==> config.mk <==
export PLATFORM = sky130hd
export DESIGN_NAME = sram_axi_bridge
export DESIGN_NICKNAME = d
export VERILOG_FILES = /design/src/rtl/sram_axi_pkg.sv /design/src/rtl/sram_axi_bridge.sv
export SDC_FILE = /design/constraint.sdc
export NUM_CORES = 1
export LEC_CHECK = 0
export CORE_AREA = 2 2 163 165
export DETAILED_ROUTE_END_ITERATION = 10
export DIE_AREA = 0 0 165 167
export DONT_BUFFER_PORTS = 1
export PLACE_DENSITY = 0.35
export SLEW_MARGIN = 30
export SYNTH_ARGS = -nofsm -noshare
export SYNTH_HDL_FRONTEND = slang
export SYNTH_SLANG_ARGS = --single-unit
==> constraint.sdc <==
create_clock -name clk -period 2.85 [get_ports clk]
set_input_delay 0.1425 -clock clk [delete_from_list [all_inputs] [get_ports clk]]
set_output_delay 0.1425 -clock clk [all_outputs]
set_load 0.01 [all_outputs]
==> src/rtl/sram_axi_pkg.sv <==
// Shared types and AXI tie-off constants for the SRAM-like to AXI3 bridge.
package sram_axi_pkg;

    typedef enum logic [1:0] {
        R_IDLE = 2'd0,
        R_AR   = 2'd1,
        R_R    = 2'd2
    } r_state_e;

    typedef enum logic [1:0] {
        W_IDLE = 2'd0,
        W_REQ  = 2'd1,
        W_B    = 2'd2
    } w_state_e;

    localparam int          ID_INST    = 0;
    localparam int          ID_DATA    = 1;
    localparam logic [1:0]  BURST_INCR = 2'b01;

    localparam logic [3:0]  AXI_LEN    = 4'd0;
    localparam logic [1:0]  AXI_LOCK   = 2'd0;
    localparam logic [3:0]  AXI_CACHE  = 4'd0;
    localparam logic [2:0]  AXI_PROT   = 3'd0;

endpackage

==> src/rtl/sram_axi_bridge.sv <==
// Converts inst/data SRAM-like requests into single-beat AXI3 transactions,
// with at most one read and one write outstanding.
module sram_axi_bridge
    import sram_axi_pkg::*;
#(
    parameter int ADDR_W = 32,
    parameter int DATA_W = 32,
    parameter int ID_W   = 4
) (
    input  logic              clk,
    input  logic              reset,
    input  logic              inst_sram_req,
    input  logic              inst_sram_wr,
    input  logic [1:0]        inst_sram_size,
    input  logic [3:0]        inst_sram_wstrb,
    input  logic [ADDR_W-1:0] inst_sram_addr,
    input  logic [DATA_W-1:0] inst_sram_wdata,
    output logic              inst_sram_addr_ok,
    output logic              inst_sram_data_ok,
    output logic [DATA_W-1:0] inst_sram_rdata,
    input  logic              data_sram_req,
    input  logic              data_sram_wr,
    input  logic [1:0]        data_sram_size,
    input  logic [3:0]        data_sram_wstrb,
    input  logic [ADDR_W-1:0] data_sram_addr,
    input  logic [DATA_W-1:0] data_sram_wdata,
    output logic              data_sram_addr_ok,
    output logic              data_sram_data_ok,
    output logic [DATA_W-1:0] data_sram_rdata,
    output logic [ID_W-1:0]   arid,
    output logic [ADDR_W-1:0] araddr,
    output logic [3:0]        arlen,
    output logic [2:0]        arsize,
    output logic [1:0]        arburst,
    output logic [1:0]        arlock,
    output logic [3:0]        arcache,
    output logic [2:0]        arprot,
    output logic              arvalid,
    input  logic              arready,
    input  logic [ID_W-1:0]   rid,
    input  logic [DATA_W-1:0] rdata,
    input  logic [1:0]        rresp,
    input  logic              rlast,
    input  logic              rvalid,
    output logic              rready,
    output logic [ID_W-1:0]   awid,
    output logic [ADDR_W-1:0] awaddr,
    output logic [3:0]        awlen,
    output logic [2:0]        awsize,
    output logic [1:0]        awburst,
    output logic [1:0]        awlock,
    output logic [3:0]        awcache,
    output logic [2:0]        awprot,
    output logic              awvalid,
    input  logic              awready,
    output logic [ID_W-1:0]   wid,
    output logic [DATA_W-1:0] wdata,
    output logic [3:0]        wstrb,
    output logic              wlast,
    output logic              wvalid,
    input  logic              wready,
    input  logic [ID_W-1:0]   bid,
    input  logic [1:0]        bresp,
    input  logic              bvalid,
    output logic              bready
);

    r_state_e          r_state_q, r_state_d;
    w_state_e          w_state_q, w_state_d;
    logic              r_is_data_q, r_is_data_d;
    logic [ADDR_W-1:0] araddr_q, araddr_d;
    logic [1:0]        arsize_q, arsize_d;
    logic [ADDR_W-1:0] awaddr_q, awaddr_d;
    logic [1:0]        awsize_q, awsize_d;
    logic [3:0]        wstrb_q, wstrb_d;
    logic [DATA_W-1:0] wdata_q, wdata_d;
    logic              awvalid_q, awvalid_d;
    logic              wvalid_q, wvalid_d;

    logic data_busy, data_wr_acc, data_rd_acc, inst_rd_acc;
    logic aw_done, w_done;

    // A write is always a data-side transaction, so any active write counts.
    assign data_busy   = (r_state_q != R_IDLE && r_is_data_q) || (w_state_q != W_IDLE);
    assign data_wr_acc = data_sram_req && data_sram_wr && (w_state_q == W_IDLE) && !data_busy;
    assign data_rd_acc = data_sram_req && !data_sram_wr && (r_state_q == R_IDLE)
                         && (w_state_q == W_IDLE) && !data_busy;
    assign inst_rd_acc = inst_sram_req && (r_state_q == R_IDLE) && !data_rd_acc;

    assign inst_sram_addr_ok = inst_rd_acc;
    assign data_sram_addr_ok = data_rd_acc || data_wr_acc;

    always_comb begin
        r_state_d   = r_state_q;
        r_is_data_d = r_is_data_q;
        araddr_d    = araddr_q;
        arsize_d    = arsize_q;
        case (r_state_q)
            R_IDLE: if (data_rd_acc || inst_rd_acc) begin
                r_state_d   = R_AR;
                r_is_data_d = data_rd_acc;
                araddr_d    = data_rd_acc ? data_sram_addr : inst_sram_addr;
                arsize_d    = data_rd_acc ? data_sram_size : inst_sram_size;
            end
            R_AR:    if (arready) r_state_d = R_R;
            R_R:     if (rvalid)  r_state_d = R_IDLE;
            default: r_state_d = R_IDLE;
        endcase
    end

    // AW and W handshake independently; leave W_REQ once neither is pending.
    assign aw_done = !awvalid_q || awready;
    assign w_done  = !wvalid_q  || wready;

    always_comb begin
        w_state_d = w_state_q;
        awaddr_d  = awaddr_q;
        awsize_d  = awsize_q;
        wstrb_d   = wstrb_q;
        wdata_d   = wdata_q;
        awvalid_d = awvalid_q;
        wvalid_d  = wvalid_q;
        case (w_state_q)
            W_IDLE: if (data_wr_acc) begin
                w_state_d = W_REQ;
                awaddr_d  = data_sram_addr;
                awsize_d  = data_sram_size;
                wstrb_d   = data_sram_wstrb;
                wdata_d   = data_sram_wdata;
                awvalid_d = 1'b1;
                wvalid_d  = 1'b1;
            end
            W_REQ: begin
                if (awready) awvalid_d = 1'b0;
                if (wready)  wvalid_d  = 1'b0;
                if (aw_done && w_done) w_state_d = W_B;
            end
            W_B:     if (bvalid) w_state_d = W_IDLE;
            default: w_state_d = W_IDLE;
        endcase
    end

    always_ff @(posedge clk or posedge reset) begin
        if (reset) begin
            r_state_q   <= R_IDLE;
            w_state_q   <= W_IDLE;
            r_is_data_q <= 1'b0;
            araddr_q    <= '0;
            arsize_q    <= '0;
            awaddr_q    <= '0;
            awsize_q    <= '0;
            wstrb_q     <= '0;
            wdata_q     <= '0;
            awvalid_q   <= 1'b0;
            wvalid_q    <= 1'b0;
        end else begin
            r_state_q   <= r_state_d;
            w_state_q   <= w_state_d;
            r_is_data_q <= r_is_data_d;
            araddr_q    <= araddr_d;
            arsize_q    <= arsize_d;
            awaddr_q    <= awaddr_d;
            awsize_q    <= awsize_d;
            wstrb_q     <= wstrb_d;
            wdata_q     <= wdata_d;
            awvalid_q   <= awvalid_d;
            wvalid_q    <= wvalid_d;
        end
    end

    assign arid    = r_is_data_q ? ID_W'(ID_DATA) : ID_W'(ID_INST);
    assign araddr  = araddr_q;
    assign arsize  = {1'b0, arsize_q};
    assign arvalid = (r_state_q == R_AR);
    assign rready  = (r_state_q == R_R);

    assign awid    = ID_W'(ID_DATA);
    assign awaddr  = awaddr_q;
    assign awsize  = {1'b0, awsize_q};
    assign awvalid = awvalid_q;
    assign wid     = ID_W'(ID_DATA);
    assign wdata   = wdata_q;
    assign wstrb   = wstrb_q;
    assign wvalid  = wvalid_q;
    assign wlast   = wvalid_q;
    assign bready  = (w_state_q == W_B);

    // The R beat is steered by the latched source, never by rid.
    assign inst_sram_data_ok = rready && !r_is_data_q && rvalid;
    assign data_sram_data_ok = (rready && r_is_data_q && rvalid) || (bready && bvalid);
    assign inst_sram_rdata   = rdata;
    assign data_sram_rdata   = rdata;

    assign arlen   = AXI_LEN;
    assign arburst = BURST_INCR;
    assign arlock  = AXI_LOCK;
    assign arcache = AXI_CACHE;
    assign arprot  = AXI_PROT;
    assign awlen   = AXI_LEN;
    assign awburst = BURST_INCR;
    assign awlock  = AXI_LOCK;
    assign awcache = AXI_CACHE;
    assign awprot  = AXI_PROT;

    logic unused_inputs;
    assign unused_inputs = ^{inst_sram_wr, inst_sram_wstrb, inst_sram_wdata,
                             rid, rresp, rlast, bid, bresp};

endmodule

==> impl_metrics.env <==
export IMPL_outcome="finished, final reports clean"
export IMPL_rsz0062_at_grt="no"
export IMPL_h_tree_depth=3
export IMPL_ys_warn_count=0
export IMPL_clock_skew_final_ns=0.01183
export IMPL_reg2reg_to="awaddr[27]"
export IMPL_first_iter_violations=61
export IMPL_gp_congestion=0.6839
export IMPL_core_region_area_um2=25760
export IMPL_finish_net_count=620
export IMPL_io_buffers=0
export IMPL_first_pass_iters=4
export IMPL_cts_buffers=9
export IMPL_seq_power_share_pct=51.7
export IMPL_die_area_um2=27560
export IMPL_cts_root_buf="clkbuf_16"
export IMPL_die_x_um=165
export IMPL_critPathKind="reg2reg"
export IMPL_path_cells="o21ai_2 > nand4_4 > buf_4 > mux2_2"
export IMPL_fin_area_um2=6337
export IMPL_syn_cell_area_um2=5552
export IMPL_die_h_um=167
export IMPL_grt_overflow=0
export IMPL_power_frac_comb_pct=28.0
export IMPL_synth_seq_cells=111
export IMPL_layout_min_cycle_time_ns=2.010
export IMPL_relSlewSlack_pct=57.28
export IMPL_synth_edf_count=0
export IMPL_cts_tree="yes"
export IMPL_slew_violations=0
export IMPL_grt_start_max_net_pins=112
export IMPL_layout_drive_gt1_share_pct=34.58
export IMPL_cp_end_kind="register"
export IMPL_cts_sinks=111
export IMPL_hp_start="inst_sram_addr[15]"
export IMPL_cap_violations=0
export IMPL_syn_instance_count=411
export IMPL_setup_viol=0
export IMPL_crit_end="awaddr[27]"
export IMPL_fmax_ghz=0.4976
export IMPL_p_sw_uw=2325
export IMPL_hpwl_um=8820
export IMPL_critPathLaunch="r_state_q[0]"
export IMPL_grt_pass1_wl_um=19320
export IMPL_synth_common_cells="111 x dfrtp_1, 111 x mux2_2, 110 x buf_4"
export IMPL_instances_no_fill=763
export IMPL_critPathRequiredTime_ns=3.08
export IMPL_avgSynthCellArea_um2=13.51
export IMPL_grt_usage_pct=9.419
export IMPL_initial_utilization_pct=21.55
export IMPL_hold_depth=2
export IMPL_synth_area_leader_cell="dfrtp_1"
export IMPL_reg2regPathDepth=4
export IMPL_drt_drc_violations_left=0
export IMPL_worstPathArrival_ns=2.24
export IMPL_p_leak_uw=0.002680
export IMPL_antenna_found_initial=0
export IMPL_num_rows=59
export IMPL_hold_viol=0
export IMPL_routedWlPerCell_um=16.95
export IMPL_clockPowerShare_pct=20.3
export IMPL_synthArstFlopShare_pct=100.0
export IMPL_power_per_cell_area_nw_per_um2=1033
export IMPL_cts_clk_slew_worst_paths_ns=0.08
export IMPL_synth_distinct_cells=26
export IMPL_yosys_top_cells_area="dfrtp_1 50%, mux2_2 23%, buf_4 15%"
export IMPL_switching_share_pct=35.52
export IMPL_tightest_slew_ns=0.6408
export IMPL_num_vias=2921
export IMPL_fin_crit_sh_pct=70.52
export IMPL_final_antenna_net_count=0
export IMPL_grt_pass1_vias=3279
export IMPL_routed_via_density=3.828
export IMPL_finalSetupTns_ns=0
export IMPL_diodes=0
export IMPL_clkLatencyLatePin_ns=0.35
export IMPL_synthFlopType="dfrtp_1"
export IMPL_ir_drop_mv=0.3478
export IMPL_routed_wl_um=12940
export IMPL_r2r_setup_slack_ns=0.84
export IMPL_r2r_start="r_state_q[0]"
export IMPL_cpMaxStageDelayCell="nand4_4"
export IMPL_placed_cells=669
export IMPL_synth_top_cell_area_share_pct=50.03
export IMPL_worst_setup_path_start_kind="register"
export IMPL_cts_setup_buffers=0
export IMPL_area_growth_pct=14.15
export IMPL_cpPeakStageDelay_ns=0.50
export IMPL_ys_seq_area_share_pct=50.03
export IMPL_clockBufferDepth=2
export IMPL_intPower_uw=4222
export IMPL_min_path_type="in2reg"
export IMPL_worstPathMaxFanout=25
export IMPL_postPlaceCellArea_um2=5245
export IMPL_io_pins=418
-- per-layer routing --
layer  global-route usage, %  share of wire (%)  vias up
li1                        -                  -     1256
met1                   9.250                 34     1455
met2                   17.23                 54      185
met3                   3.811                 10       25
met4                   4.008                1.7        0
met5                       0                  0        -
-- critical path: cells and delay by family, from the launching register on --
family	cells	cell delay, ns
AOI/OAI and AO/OA	1	0.23
DFF	1	0.45
and+or+nand+nor	1	0.50
buffers and inverters	1	0.42
muxes	1	0.30
-- state kept, by name (all words and copies together), names as in the netlist, 2 cells and up --
name,count
araddr,32
awaddr,32
wdata,32
wstrb,4
arsize_q,2
awsize_q,2
r_state_q,2
w_state_q,2
-- worst min path at each step --
stage              endpoint
2_1_floorplan  w_state_q[1]
3_3_place_gp      araddr[2]
3_5_place_dp      awaddr[2]
4_1_cts          araddr[15]
5_1_grt          araddr[15]
6_report         araddr[15]
-- final cells by class --
cell class                      count  area (µm²)
Tap cell                          335       419.2
Multi-Input combinational cell    210        1948
Inverter                            7       30.03
Clock inverter                      6       76.32
Sequential cell                   111        2778
Clock buffer                        9       225.2
Fill cell                        2709       19430
Timing Repair Buffer               85       860.8
-- layout by cell type, fill, tap and decap left out, types with 2 or more instances in the layout --
master,count
dfrtp_1,111
clkbuf_16,9
mux2_1,17
a21oi_1,2
buf_12,2
mux2_4,10
inv_1,6
clkinv_4,2
nand2_1,5
dlygate4sd3_1,79
o21ai_0,5
inv_6,2
buf_4,4
conb_1,43
mux2_2,111
nor2b_1,4
nand2b_1,2
-- what timing repair did --
item	4_1_cts	5_1_grt
resized for setup	0	0
hold buffers	79	0
hold endpoints to repair	221	0
-- per-stage QoR --
step	hold WS [ns]	worst slack, ns	total power [µW]	utilization (%)
4_1_cts	0.02099	0.7336	6705	24.60
3_5_place_dp	0.2499	0.7282	5205	20.36
5_1_grt	0.03396	0.6544	7018	24.60
2_1_floorplan	0.2345	1.199	4904	-
3_3_place_gp	0.2447	0.8038	5150	20.36
6_report	0.04400	0.8402	6547	24.60
-- power by group through the flow --
stage	Combinational (µW)	Clock, µW	Sequential (µW)
6_report	1830	1330	3390
3_5_place_dp	1790	0	3420
2_1_floorplan	1730	0	3170
5_1_grt	2030	1480	3500
3_3_place_gp	1700	0	3450
4_1_cts	1880	1420	3410
-- logic make-up after synthesis --
group | share of synthesized area, %
muxes | 28.67
AOI/OAI and AO/OA | 1.127
and+or+nand+nor | 2.209
buffers and inverters | 17.83
other | 0.1353
DFF | 50.03
Power figures use the tool's default switching activity.
